File: src/rtl/riscV_unrn_pkg.sv
// -----------------------------------------------------------------------------
// riscV_unrn_pkg
// Shared types and constants for the trap/MRET control path.
//   trap_state_t : trap controller FSM encoding
//   CAUSE_*      : mcause values for the supported trap sources
//   trap_evt_t   : event record from the priority encoder to the controller
// -----------------------------------------------------------------------------
package riscV_unrn_pkg;

  typedef enum logic [1:0] {
    RUN           = 2'd0,
    TRAP          = 2'd1,
    REDIRECT      = 2'd2,
    MRET_REDIRECT = 2'd3
  } trap_state_t;

  localparam logic [31:0] CAUSE_FETCH_MIS  = 32'd0;
  localparam logic [31:0] CAUSE_ILLEGAL    = 32'd2;
  localparam logic [31:0] CAUSE_BREAKPOINT = 32'd3;
  localparam logic [31:0] CAUSE_LOAD_MIS   = 32'd4;
  localparam logic [31:0] CAUSE_STORE_MIS  = 32'd6;
  localparam logic [31:0] CAUSE_ECALL_M    = 32'd11;
  localparam logic [31:0] CAUSE_MTIMER_INT = 32'h8000_0007;

  // valid   : a trap (interrupt or exception) was selected
  // is_mret : no trap, but the committing instruction is an MRET
  // is_irq  : the selected trap is the timer interrupt
  typedef struct packed {
    logic        valid;
    logic        is_mret;
    logic        is_irq;
    logic [31:0] cause;
    logic [31:0] info;
  } trap_evt_t;

endpackage

File: src/rtl/trap_prio_enc.sv
// -----------------------------------------------------------------------------
// trap_prio_enc
// Combinational priority selection of the trap/MRET event at commit.
//   mtime_exc_i        : pending enabled timer interrupt (needs no instruction)
//   instr_valid_i      : qualifies every sync flag and mret_i
//   exc_*_i, mret_i    : sync exception flags / MRET commit
//   pc_i, instr_bits_i, fault_addr_i : sources for the trap info value
//   evt_o              : selected {valid, is_mret, is_irq, cause, info}
// -----------------------------------------------------------------------------
module trap_prio_enc
  import riscV_unrn_pkg::*;
(
  input  logic        mtime_exc_i,
  input  logic        instr_valid_i,
  input  logic        exc_fetch_mis_i,
  input  logic        exc_illegal_i,
  input  logic        exc_ebreak_i,
  input  logic        exc_ecall_i,
  input  logic        exc_load_mis_i,
  input  logic        exc_store_mis_i,
  input  logic        mret_i,
  input  logic [31:0] pc_i,
  input  logic [31:0] instr_bits_i,
  input  logic [31:0] fault_addr_i,
  output trap_evt_t   evt_o
);

  always_comb begin
    // NOTE: every field gets a default before the priority chain, so no path
    // leaves a field unassigned and no latch is inferred.
    evt_o = '0;
    if (mtime_exc_i) begin
      evt_o.valid  = 1'b1;
      evt_o.is_irq = 1'b1;
      evt_o.cause  = CAUSE_MTIMER_INT;
    end else if (instr_valid_i) begin
      if (exc_fetch_mis_i) begin
        evt_o.valid = 1'b1;
        evt_o.cause = CAUSE_FETCH_MIS;
        evt_o.info  = fault_addr_i;
      end else if (exc_illegal_i) begin
        evt_o.valid = 1'b1;
        evt_o.cause = CAUSE_ILLEGAL;
        evt_o.info  = instr_bits_i;
      end else if (exc_ebreak_i) begin
        evt_o.valid = 1'b1;
        evt_o.cause = CAUSE_BREAKPOINT;
        evt_o.info  = pc_i;
      end else if (exc_ecall_i) begin
        evt_o.valid = 1'b1;
        evt_o.cause = CAUSE_ECALL_M;
      end else if (exc_load_mis_i) begin
        evt_o.valid = 1'b1;
        evt_o.cause = CAUSE_LOAD_MIS;
        evt_o.info  = fault_addr_i;
      end else if (exc_store_mis_i) begin
        evt_o.valid = 1'b1;
        evt_o.cause = CAUSE_STORE_MIS;
        evt_o.info  = fault_addr_i;
      end else if (mret_i) begin
        evt_o.is_mret = 1'b1;
      end
    end
  end

endmodule

File: src/rtl/trap_ctrl.sv
// -----------------------------------------------------------------------------
// trap_ctrl
// Commit-stage trap and MRET controller. Selects the highest-priority event,
// flushes younger instructions, reports mcause/mtval/mepc to the CSR unit with
// a one-cycle strobe, then requests a fetch redirect to mtvec (or mepc for
// MRET) and holds it until fetch accepts.
//   clk, rst                 : clock, synchronous active-low reset
//   instr_valid_i, pc_i, instr_bits_i, fault_addr_i : committing instruction
//   exc_*_i, mret_i, mtime_exc_i : event sources
//   mtvec_i, mepc_i          : current CSR values
//   redirect_ready_i         : fetch accepts redirect
//   jumpingToMtvec_o         : trap-commit strobe (TRAP state)
//   excCause_o, trapInfo_o, pc_o : latched mcause / mtval / mepc values
//   redirect_valid_o, redirect_pc_o : redirect request and word-aligned target
//   stall_o, flush_o, mret_o : commit freeze, younger-kill, MRET strobe
// -----------------------------------------------------------------------------
module trap_ctrl
  import riscV_unrn_pkg::*;
(
  input  logic        clk,
  input  logic        rst,
  input  logic        instr_valid_i,
  input  logic [31:0] pc_i,
  input  logic [31:0] instr_bits_i,
  input  logic [31:0] fault_addr_i,
  input  logic        exc_fetch_mis_i,
  input  logic        exc_illegal_i,
  input  logic        exc_ebreak_i,
  input  logic        exc_ecall_i,
  input  logic        exc_load_mis_i,
  input  logic        exc_store_mis_i,
  input  logic        mret_i,
  input  logic        mtime_exc_i,
  input  logic [31:0] mtvec_i,
  input  logic [31:0] mepc_i,
  input  logic        redirect_ready_i,
  output logic        jumpingToMtvec_o,
  output logic [31:0] excCause_o,
  output logic [31:0] trapInfo_o,
  output logic [31:0] pc_o,
  output logic        redirect_valid_o,
  output logic [31:0] redirect_pc_o,
  output logic        stall_o,
  output logic        flush_o,
  output logic        mret_o
);

  trap_state_t state_q, state_d;
  trap_evt_t   evt;

  logic [31:0] cause_q;
  logic [31:0] info_q;
  logic [31:0] pc_q;
  logic [31:0] target_q;
  logic [31:0] last_pc_q;   // PC of the most recent instruction seen in RUN

  trap_prio_enc u_prio (
    .mtime_exc_i     (mtime_exc_i),
    .instr_valid_i   (instr_valid_i),
    .exc_fetch_mis_i (exc_fetch_mis_i),
    .exc_illegal_i   (exc_illegal_i),
    .exc_ebreak_i    (exc_ebreak_i),
    .exc_ecall_i     (exc_ecall_i),
    .exc_load_mis_i  (exc_load_mis_i),
    .exc_store_mis_i (exc_store_mis_i),
    .mret_i          (mret_i),
    .pc_i            (pc_i),
    .instr_bits_i    (instr_bits_i),
    .fault_addr_i    (fault_addr_i),
    .evt_o           (evt)
  );

  // State register.
  always_ff @(posedge clk) begin
    // NOTE: sequential state uses non-blocking assignments so every register
    // samples pre-edge values regardless of statement order.
    if (!rst) state_q <= RUN;
    else      state_q <= state_d;
  end

  // Next-state logic. Event inputs only matter in RUN.
  always_comb begin
    state_d = state_q;
    unique case (state_q)
      RUN: begin
        if (evt.valid)        state_d = TRAP;
        else if (evt.is_mret) state_d = MRET_REDIRECT;
      end
      TRAP:                   state_d = REDIRECT;
      REDIRECT, MRET_REDIRECT: begin
        if (redirect_ready_i) state_d = RUN;
      end
      default:                state_d = RUN;
    endcase
  end

  // Output logic.
  always_comb begin
    jumpingToMtvec_o = 1'b0;
    redirect_valid_o = 1'b0;
    redirect_pc_o    = '0;
    flush_o          = 1'b0;
    mret_o           = 1'b0;
    stall_o          = (state_q != RUN);
    unique case (state_q)
      RUN: begin
        flush_o = evt.valid | evt.is_mret;
        mret_o  = evt.is_mret;
      end
      TRAP: jumpingToMtvec_o = 1'b1;
      REDIRECT, MRET_REDIRECT: begin
        redirect_valid_o = 1'b1;
        redirect_pc_o    = {target_q[31:2], 2'b00};
      end
      default: ;
    endcase
  end

  // The CSR-facing values are register outputs: valid during TRAP and held
  // until the next trap overwrites them.
  assign excCause_o = cause_q;
  assign trapInfo_o = info_q;
  assign pc_o       = pc_q;

  // Event latches and redirect target.
  always_ff @(posedge clk) begin
    // NOTE: this register set is small, so all of it is reset to give the
    // CSR interface a defined all-zero value after reset.
    if (!rst) begin
      cause_q   <= '0;
      info_q    <= '0;
      pc_q      <= '0;
      target_q  <= '0;
      last_pc_q <= '0;
    end else begin
      unique case (state_q)
        RUN: begin
          if (instr_valid_i) last_pc_q <= pc_i;
          if (evt.valid) begin
            cause_q  <= evt.cause;
            info_q   <= evt.info;
            // An interrupt with no committing instruction resumes at the
            // last instruction seen; otherwise the committing one is suppressed.
            pc_q     <= (evt.is_irq && !instr_valid_i) ? last_pc_q : pc_i;
            target_q <= mtvec_i;
          end else if (evt.is_mret) begin
            target_q <= mepc_i;
          end
        end
        // mtvec may have been written by the instruction ahead; take it late.
        TRAP:    target_q <= mtvec_i;
        default: ;
      endcase
    end
  end

endmodule

File: config.mk
export PLATFORM = sky130hd
export DESIGN_NAME = trap_ctrl
export DESIGN_NICKNAME = d
export VERILOG_FILES = /design/src/rtl/riscV_unrn_pkg.sv /design/src/rtl/trap_prio_enc.sv /design/src/rtl/trap_ctrl.sv
export SDC_FILE = /design/constraint.sdc
export NUM_CORES = 1
export LEC_CHECK = 0
export BUFFER_PORTS_ARGS = -buffer_cell sky130_fd_sc_hd__clkbuf_2
export CELL_PAD_IN_SITES_DETAIL_PLACEMENT = 1
export CELL_PAD_IN_SITES_GLOBAL_PLACEMENT = 1
export CORE_ASPECT_RATIO = 0.8
export CORE_MARGIN = 3
export CORE_UTILIZATION = 36
export CTS_CLUSTER_DIAMETER = 150
export CTS_CLUSTER_SIZE = 16
export DETAILED_ROUTE_END_ITERATION = 10
export GPL_TIMING_DRIVEN = 0
export HOLD_SLACK_MARGIN = 0.05
export PLACE_DENSITY_LB_ADDON = 0.12
export SYNTH_ARGS = -nofsm -noshare
export SYNTH_HDL_FRONTEND = slang
export SYNTH_SLANG_ARGS = --single-unit
File: constraint.sdc
create_clock -name clk -period 3.9 [get_ports clk]
set_input_delay 0.195 -clock clk [delete_from_list [all_inputs] [get_ports clk]]
set_output_delay 0.195 -clock clk [all_outputs]
set_load 0.01 [all_outputs]
# Word-level counts from Yosys, hierarchy flattened
# Cells that the tools add are included.
[word_totals]
in_bits = 172
out_inout_bits = 133
wordCells = 62
reg_bits = 162
[op_classes]
n_reduce_logical = 10
n_bitwise = 1
muxes = 40
n_eq_ne = 5
[op_table]
columns = ["op", "count"]
rows = [
  ["$mux W64", 5],
  ["$mux W32", 8],
  ["$pmux W32 S2", 1],
  ["$mux W35", 1],
  ["$mux W1", 20],
  ["$mux W2", 4],
  ["$reduce_and A2 Y1", 4],
  ["$pmux W2 S3", 1],
  ["$eq A2 B2 Y1 const B", 2],
  ["$reduce_bool A2 Y1", 2],
  ["$ne A3 B3 Y1 const B", 1],
  ["$eq A2 B1 Y1 const B", 1],
  ["$logic_not A2 Y1", 1],
  ["$ne A2 B2 Y1 const B", 1],
  ["$reduce_or A2 Y1", 1],
  ["$logic_and A1 B1 Y1", 1],
  ["$logic_not A1 Y1", 1],
  ["$or A1 B1 Y1", 1],
]

# Depth between registers and ports, before layout
# Gate-level depths: netlist (run 1).
[logic_depth]
depth_word = 12
mapped_depth = 7
mapped_depth_nobuf = 5

# Hierarchy
# A second synthesis (run 1) with hierarchy kept.
[unflattened]
cells_unflattened = 987
hier_area_um2 = 8478.1
[by_module_without_submodules]
columns = ["module", "cells_per_inst", "seq_area_each_um2", "instances", "area_each_um2"]
rows = [
  ["trap_ctrl", 752, 3203.1, 1, 6767.7],
  ["trap_prio_enc", 235, 0.0, 1, 1710.4],
]

# Worst setup path before layout (run 1)
# Ideal clock, no wire load.
[synth_path]
path_type = "register to output"
from = "reg state_q[1]"
to = "out mret_o"
path_stages_with_launch = 6
arrival_time_ps = 1491
path_buffers = 3
path_slack_ps = 2214
t_required_ps = 3705
path_cell_list = "dfxtp_1 > buf_2 > or3b_1 > buf_2 > clkbuf_1 > nor4_1"
[synth_via]
elab_chain_cells = 2
[synth_lines]
columns = ["item", "line", "text"]
rows = [
  ["start, declared", "trap_ctrl.sv:48", "trap_state_t state_q, state_d;"],
  ["start signal, assigned", "trap_ctrl.sv:78", "else state_q <= state_d;"],
  ["$logic_not A2 Y1", "trap_ctrl.sv:105", "unique case (state_q)"],
  ["$mux W1", "trap_ctrl.sv:105", ""],
  ["end, declared", "trap_ctrl.sv:45", "output logic mret_o"],
]
# Every way passes these cells.

# Final worst setup path (run 1)
# Same ends and word-level chain as after synthesis.

==> results.md, run 1 <==
* Sequential fraction of the synthesis area at 40.2%
* CP max FO at 10
* First-pass GRT wire length at 38,300 um
* Worst EP required at 3.70 ns
* Wire per inst at 18.4 um
* WL met1 at 11,700 um
* DRC at 0
* WHS Endpoint: last_pc_q[11]
* Startpoint types: flip-flop
* Total power at 4.08 mW
* Top_reg_cell synth: dfxtp_1
* Area occupied by multi-input gates at 3500 sq um
* Drt first pass iters at 4
* Post-DP HPWL at 19,000 um
* Slew HR at 51.5%
* Clk Tree Root Cell: clkbuf_16
* CTS sink cnt at 133
* Total routed wirelength at 24,800 um
* Worst slack at placement at 1.64 ns
* WP data arrival at 2.18 ns
* Num ports at 305
* Worst r2r src: state_q[1]
* Ant. Diodes at 0
* R2R Path End: trapInfo_o[20]
* Most common cell on crit path: buf_2
* Fin area at 9220 sq um
* Area grow syn2layout at 39.0%
* Number of synthesized flops with an enable pin at 0
* Share of the synthesized area in the top cell type at 40.2%
* Die ar. at 20,100 sq um
* Share of cells above drive strength 1 at 32.3%
* # resized after CTS at 0
* Mapped Cells at 768
* Min-delay src: pc_i[11]
* Critical Path Start: state_q[1]
* Commonest cells post-synth: 134 x nand2_1, 133 x dfxtp_1, 64 x a21oi_1
* Max Used Layer: met5
* Reg2Reg Setup Slack at 1.82 ns
* Vias at 6,968
* Slowest-stage cell, CP: or3b_1
* Reg clk slew, reported paths at 0.05 ns
* # Max-Cap Violations at 0
* Bufs and invs on worst path at 4
* Final hold violation count at 0
* Worst Setup End Kind: output pin
* Unrepaired setup endpoints after global routing: no
* Total gr overflow at 0
* Largest net degree at the start of global routing at 17
* Placed inst area at 8360 sq um
* Worst slew pin tran at 0.719 ns
* Vias per cell at 5.17
* Antenna Nets Post-Route at 0
* Core Area at 17,700 sq um
* Met2 WL at 11,200 um
* Synth Cell Area at 6630 sq um
* Ys async rst share at 0%
* Area leader, netlist: dfxtp_1
* Yosys warnings at 0
* Slowest stage delay, CP at 0.37 ns
* Clk_skew at 0.0155 ns
* Synth area leaders: dfxtp_1 40%, mux2i_1 9.4%, nand2_1 7.6%
* Final worst setup slack at 1.53 ns
* RD Place Congestion at 0.837
* CTS max path bufs at 2
* Netlist cell types at 38
* Die W at 158 um
* GRT Resource Usage Total at 24.2%
* Initial antenna violation count at 3
* FP Rows at 43
* Hold WC Path Type: primary input to flip-flop
* Cell chain of the critical path: buf_2 > or3b_1 > buf_2 > clkbuf_1 > nor4_1 > clkbuf_2
* H-tree depth at 4
* Setup CP Type: flip-flop to output pin
* Initial Utilization at 37.4%
* Pwr dens at 443 nW/um^2
* Routed met3 length at 1480 um
* Clk Latency, worst-skew pair at 0.42 ns
* Fin crit share at 60.8%
* Synth Area per Inst at 8.63 sq um
* Static Leak at 4.71 nW
* Final setup violation count at 0
* Crit path max-delay family: buffers and inverters
* Minimum clock period at 2.37 ns
* Setup TNS at 0 ns
* Status: complete, no violations
* Nets at 1,281
* Max VDD drop at 236 uV
* Hold path depth at 3
* Initial drt markers at 303
* # fillers at 2,228
* Critical path depth in cells at 6
* Sequential cell area at 2660 sq um
* Synthesized flop and latch total at 133
* CTS tree: done
* Vias in the first global route at 7,092
* Cells on worst reg2reg path at 7
* Die Span Y at 127 um
* Final slew viol count at 0
* Number of port buffers at 269
* Most common cell in the netlist: nand2_1
* F_max at 422 MHz
* Num CTS Buffers at 17
worst reg2reg max path, delay by kind of cell (launching register included):
| kind | cells | cell delay (ns) |
|---|---|---|
| simple gates | 3 | 0.79 |
| buf+inv | 3 | 0.70 |
| flops | 1 | 0.29 |
| compound gates | 1 | 0.21 |
placed cells by master (no fill, tap or decap), types with 2 or more instances in the layout:
cell type	netlist	final
a211oi_1	31	31
a21oi_1	64	64
a22oi_1	32	32
and2_1	31	31
buf_1	3	3
buf_2	25	25
buf_4	29	29
bufinv_16	0	2
clkbuf_1	50	50
clkbuf_16	0	17
clkbuf_2	0	269
clkbuf_8	0	4
clkinv_2	0	3
clkinv_4	0	2
clkinvlp_4	0	3
conb_1	1	29
dfxtp_1	133	133
dlygate4sd3_1	0	25
inv_1	7	7
mux2i_1	62	62
nand2_1	134	134
nand2b_1	2	2
nand3_1	3	3
nor2_1	5	5
nor2_2	3	3
nor3_1	2	2
o211a_1	33	33
o211ai_1	32	32
o21a_1	3	3
o21ai_0	35	35
o22ai_1	2	2
o2bb2ai_1	32	32
sequential cells by signal, indices dropped and copies added, names as in the netlist:
signal	cells
last_pc_q	32
pc_o	32
trapInfo_o	32
target_q	30
excCause_o	5
state_q	2
metrics by stage:
step / cells / hold slack, ns / util (%)
after floorplan: 796 / 0.312 / -
after global placement: 1290 / 0.426 / 47.2
after detailed placement: 1290 / 0.426 / 47.2
after CTS: 1347 / 0.0511 / 52.1
after global routing: 1347 / 0.0604 / 52.1
final: 1347 / 0.0607 / 52.1
worst max-delay path by stage:
stage | end | slack [ns]
after floorplan | mret_o | 2.21
after global placement | trapInfo_o[26] | 1.69
after global routing | mret_o | 1.43
after detailed placement | trapInfo_o[28] | 1.64
final | mret_o | 1.53
after CTS | mret_o | 1.52
timing repair:
item / in CTS / in global routing
endpoints found under the hold margin: 25 / 0
hold buffers: 25 / 0
setup buffers: 0 / 0
cells by family (layout without fill, tap and decap cells):
family | after synthesis | count (layout) | share of synthesized area, %
AOI/OAI and AO/OA | 270 | 270 | 29.1
buffers and inverters | 115 | 441 | 8.63
DFF | 133 | 133 | 40.2
muxes | 62 | 62 | 9.36
other | 1 | 29 | 0.0566
and+or+nand+nor | 187 | 187 | 12.7
area by class of cell:
class	instances	area share, %
Multi-Input combinational cell	548	38.0
Sequential cell	133	28.9
Timing Repair Buffer	294	17.3
Buffer	107	5.88
Clock buffer	21	5.21
Tap cell	225	3.05
Clock inverter	11	1.34
Inverter	8	0.326
layer usage:
metal	vias up	track usage (%)
met2	227	38.3
met3	31	6.13
met4	6	6.43
li1	3405	-
met5	-	0
met1	3299	33.0
power by group:
group          leakage (nW)  total (mW)  switching (mW)  internal (mW)
logic                  3.32       0.892           0.521          0.371
registers              1.10        1.57          0.0739           1.50
clock network         0.291        1.62           0.611           1.01
total                  4.71        4.08            1.21           2.88
Power figures use the tool's default switching activity.
==> inputs of run 2 (changes only) <==
ABC_AREA = 1   (was default)
CORE_UTILIZATION = 29   (was 36)
clock period = 2 ns   (was 3.9 ns; I/O delays follow)
==> run 2 against run 1 <==
Die area is 33% higher. Clock-buffer cell count is 2 lower. Setup slack worse by 1.4 ns. Synthesized cell count is 43% higher. Sequential power is 96% higher. First-iteration DRC count is 5.9% lower. Sequential cell count stayed put. Design area is 17% higher. Non-clock buffer count is 84 higher. Largest power group unchanged. Synthesized area is 8.4% higher. Combinational power is 140% higher. Critical path depth is 1 lower.
==> results.md, run 2 <==
* Status: complete, no violations
* Ys async rst share at 0%
* Commonest cells post-synth: 390 x nand2_1, 133 x dfxtp_1, 110 x inv_1
* Die W at 182 um
* Clk Latency, worst-skew pair at 0.42 ns
* Total routed wirelength at 30,300 um
* Most common cell in the netlist: nand2_1
* Final hold violation count at 0
* Final setup violation count at 0
* Max VDD drop at 535 uV
* Antenna Nets Post-Route at 0
* Sw Pwr at 2.67 mW
* Most common cell after layout, fill and taps aside: nand2_1
* Total gr overflow at 0
* Initial Utilization at 30.1%
* Initial antenna violation count at 6
* Netlist cell types at 24
* FP Rows at 50
* Setup CP Type: flip-flop to output pin
* GRT Resource Usage Total at 22.3%
* Wire per inst at 16.4 um
* Fin crit share at 93.0%
* Initial drt markers at 285
* Min-delay src: mepc_i[22]
* Net Sw Frac at 30.5%
* Sequential fraction of the synthesis area at 37.1%
* Clk Tree Root Cell: clkbuf_16
* Final slew viol count at 0
* Vias at 8,437
* H-tree depth at 4
* Final core occ at 45.0%
* Static Leak at 5.62 nW
* Core Area at 23,900 sq um
* Die Span Y at 147 um
* Worst EP required at 1.90 ns
* Synth Cell Area at 7190 sq um
* Startpoint types: flip-flop
* Post-DP HPWL at 22,500 um
* Setup TNS at 0 ns
* Area grow syn2layout at 49.7%
* Num ports at 305
* Total power at 8.73 mW
* Synthesized flop and latch total at 133
* Worst slew pin tran at 0.643 ns
* Synth area leaders: dfxtp_1 37%, nand2_1 20%, a21oi_1 7.2%
* Largest net degree at the start of global routing at 17
* Pwr dens at 812 nW/um^2
* Worst slack at placement at 0.102 ns
* DRC at 0
* Top_reg_cell synth: dfxtp_1
* RD Place Congestion at 0.761
* Yosys warnings at 0
* CTS tree: done
* CTS max path bufs at 2
* Worst r2r src: state_q[1]
* Die ar. at 26,700 sq um
* Nets at 1,690
* Critical Path Start: state_q[1]
* Number of port buffers at 270
* # fillers at 3,166
* CP max FO at 10
* Num CTS Buffers at 17
* Mapped Cells at 1,095
* Slew HR at 57.1%
* Int Pwr at 6.06 mW
* Drt first pass iters at 5
* Area leader, netlist: dfxtp_1
* Minimum clock period at 1.86 ns
* Synth Area per Inst at 6.56 sq um
* CTS sink cnt at 133
* Clock Power Share at 40.1%
* Vias in the first global route at 8,778
* Unrepaired setup endpoints after global routing: no
* First-pass GRT wire length at 47,800 um
* # Max-Cap Violations at 0
* Comb pwr share at 24.7%
* Vias per cell at 4.57
* Share of the synthesized area in the top cell type at 37.1%
* Seq pwr share at 35.2%
* Hold WC Path Type: primary input to flip-flop
* Reg clk slew, reported paths at 0.06 ns
* Share of cells above drive strength 1 at 26.8%
* Clk_skew at 0.00894 ns
* F_max at 538 MHz
* Number of synthesized flops with an enable pin at 0
* Worst Setup End Kind: output pin
* Final worst setup slack at 0.140 ns
* WHS at 0.0588 ns
* Most frequent cells in the layout: 390 x nand2_1, 273 x clkbuf_2, 133 x dfxtp_1
* WP data arrival at 1.76 ns
run 2: cell count changes in the layout (fill, tap and decap cells not counted), sizes merged, moves of 32 or more:
cell         previous run  this run
nand4                   0        61
mux2i                  62         0
a21oi                  64       103
o2bb2ai                32         0
a22oi                  32         0
o211a                  33         0
mux2                    0        32
nor2                    8        72
inv                     9       114
dlygate4sd3            25       106
o211ai                 32         0
o21ai                  35        68
nand2                 134       393
run 2: area by class of cell:
type	count	area, sq um	area share [%]
diodes	3	7.51	0.0698
plain buffers	109	653	6.07
flip-flops and latches	133	2660	24.8
multi-input cells	769	3560	33.1
repair buffers	376	2410	22.4
clock inverters	12	201	1.87
clock buffers	19	443	4.12
well taps	312	390	3.63
inverters	112	420	3.91
run 2: what timing repair did:
| item | in CTS | in global routing |
|---|---|---|
| endpoints found under the setup margin | 0 | 26 |
| hold buffers | 106 | 0 |
| buffers inserted | 0 | 0 |
| endpoints found under the hold margin | 98 | 0 |
| gates resized for setup | 0 | 8 |
run 2: per-stage QoR:
stage	instance area, sq um	instances
6_report	10800	1845
4_1_cts	10700	1842
2_1_floorplan	7290	1123
5_1_grt	10800	1845
3_3_place_gp	9030	1705
3_5_place_dp	9030	1705
run 2: layer usage:
layer	GRT usage, %	up-vias	part of all wire (%)	wire [um]
li1	-	4261	-	-
met1	30.2	3875	48	14600
met2	35.8	249	44	13200
met3	4.73	46	5.7	1740
met4	6.70	6	2.5	766
met5	0	-	0.14	41
run 2: path summary, 6_finish.rpt:
check                          end  slack, ns  cells after the start
setup / recovery  redirect_pc_o[3]       0.14                      5
setup reg to reg     excCause_o[3]       0.17                      7
hold / removal        target_q[22]       0.06                      5
hold reg to reg            pc_o[2]       0.46                      2
run 2: logic make-up after synthesis:
family          after synthesis  share of synthesized area (%)
mux                          32                           5.01
compound gates              173                           12.1
flops                       133                           37.1
other cells                   1                         0.0522
buf+inv                     221                           14.9
simple gates                535                           30.9
run 2: power groups by stage:
stage	combinational (mW)	clock, mW	sequential [mW]
6_report	2.16	3.50	3.07
5_1_grt	2.42	3.70	3.10
4_1_cts	2.16	3.57	3.07
3_5_place_dp	1.99	0	3.12
3_3_place_gp	1.95	0	3.11
2_1_floorplan	1.20	0	3.14
run 2: critical path: stages (launching register included):
cell	delay (ns)
dfxtp_1	0.30
buf_2	0.20
buf_1	0.43
nand2_1	0.18
inv_1	0.09
clkbuf_2	0.13
==> inputs of run 3 (changes only) <==
--- a/constraint.sdc
+++ b/constraint.sdc
@@ -3,2 +3,2 @@
 set_output_delay 0.1 -clock clk [all_outputs]
-set_load 0.01 [all_outputs]
+set_load 0.02 [all_outputs]
==> run 3 against run 2 <==
Design area hardly changed. Total power is 1.5% higher. Utilization hardly changed. Routed wire length hardly changed. Largest cell class unchanged. Sequential power hardly changed.
==> results.md, run 3 (synthesis results as in run 2) <==
* Initial antenna violation count at 6
* Share of cells above drive strength 1 at 26.9%
* DRC at 0
* WP data arrival at 1.77 ns
* Die Span Y at 147 um
* Worst EP required at 1.90 ns
* H-tree depth at 4
* Worst Setup End Kind: output pin
* Total gr overflow at 0
* M1 GR Usage at 30.2%
* Status: complete, no violations
* Clk Tree Root Cell: clkbuf_16
* Layer with the highest usage: met2
* Slowest-stage cell, CP: buf_1
* Hold WC Path Type: primary input to flip-flop
* Num ports at 305
* GRT Resource Usage Total at 22.3%
* Area grow syn2layout at 49.7%
* Final core occ at 45.0%
* CTS sink cnt at 133
* Cells on worst reg2reg path at 7
* First-pass GRT wire length at 47,800 um
* GRT met3 Usage at 4.73%
* Reg clk slew, reported paths at 0.06 ns
* Fin crit share at 93.4%
* Max VDD drop at 535 uV
* RD Place Congestion at 0.761
* Vias per cell at 4.57
* CTS max path bufs at 2
* Cell chain of the critical path: buf_2 > buf_1 > nand2_1 > inv_1 > clkbuf_2
* CP max FO at 10
* Die ar. at 26,700 sq um
* Antenna Nets Post-Route at 0
* Pwr dens at 824 nW/um^2
* Clk_skew at 0.00894 ns
* Static Leak at 5.62 nW
* FP Rows at 50
* Vias in the first global route at 8,778
* Num CTS Buffers at 17
* Post-DP HPWL at 22,500 um
* Initial drt markers at 288
* Clk Latency, worst-skew pair at 0.42 ns
* Worst slack at placement at 0.102 ns
* Final slew viol count at 0
* Unrepaired setup endpoints after global routing: no
* Final setup violation count at 0
* Hold path depth at 5
* Crit path max-delay family: buffers and inverters
* F_max at 535 MHz
* Startpoint types: flip-flop
* Wire per inst at 16.4 um
* Number of port buffers at 270
* Largest net degree at the start of global routing at 17
* WHS at 0.0588 ns
* Global-route track usage on met2 at 35.8%
* Worst slew pin tran at 0.643 ns
* Initial Utilization at 30.1%
* Die W at 182 um
* Final worst setup slack at 0.132 ns
* Drt first pass iters at 5
* # Max-Cap Violations at 0
* # fillers at 3,165
* Total routed wirelength at 30,300 um
* Critical path depth in cells at 5
* Minimum clock period at 1.87 ns
* Bufs and invs on worst path at 4
* Setup CP Type: flip-flop to output pin
* Most common cell after layout, fill and taps aside: nand2_1
* Final hold violation count at 0
* Slew HR at 57.1%
* Slowest stage delay, CP at 0.45 ns
* CTS tree: done
* Core Area at 23,900 sq um
* Nets at 1,690
* Vias at 8,431
* Setup TNS at 0 ns
* Most frequent cells in the layout: 390 x nand2_1, 274 x clkbuf_2, 133 x dfxtp_1
==> run 3: cell type report <==
type	count	area, sq um	share of cell area, %
clock inverters	12	201	1.87
clock buffers	19	443	4.12
plain buffers	109	654	6.08
well taps	312	390	3.63
flip-flops and latches	133	2660	24.8
inverters	112	420	3.91
repair buffers	376	2410	22.4
multi-input cells	769	3560	33.1
diodes	3	7.51	0.0698
==> run 3: tightest hold or removal path: cells and delay by family <==
| family | cells | cell delay [ns] |
|---|---|---|
| buf+inv | 1 | 0.08 |
| simple gates | 4 | 0.26 |
==> run 3: path summary, 6_finish.rpt <==
path	startpoint	to	slack (ns)
worst max-delay path	state_q[1]	redirect_pc_o[14]	0.13
worst min-delay path	mepc_i[22]	target_q[22]	0.06
worst max register to register	state_q[1]	excCause_o[3]	0.17
worst min register to register	pc_o[2]	pc_o[2]	0.46
==> run 3: per-layer routing <==
metal,up-vias,part of all wire (%)
li1,4261,-
met1,3870,48
met2,248,44
met3,46,5.6
met4,6,2.5
met5,-,0.14
==> run 3: per-stage QoR <==
stage,std cells,power [mW],area [sq um]
2_1_floorplan,1123,4.47,7290
3_3_place_gp,1705,5.20,9030
3_5_place_dp,1705,5.24,9030
4_1_cts,1842,8.94,10700
5_1_grt,1845,9.36,10800
6_report,1845,8.86,10800
==> run 3: timing repair <==
| action | 4_1_cts | 5_1_grt |
|---|---|---|
| endpoints found under the setup margin | 0 | 28 |
| hold buffers | 106 | 0 |
| gates resized for setup | 0 | 9 |
| hold endpoints to repair | 98 | 0 |
| buffers inserted | 0 | 0 |
==> run 3: power by group <==
| part | leakage [nW] | switching [mW] | internal [mW] |
|---|---|---|---|
| logic | 4.22 | 1.40 | 0.892 |
| registers | 1.09 | 0.143 | 2.93 |
| clock network | 0.310 | 1.25 | 2.24 |
| total | 5.62 | 2.80 | 6.06 |
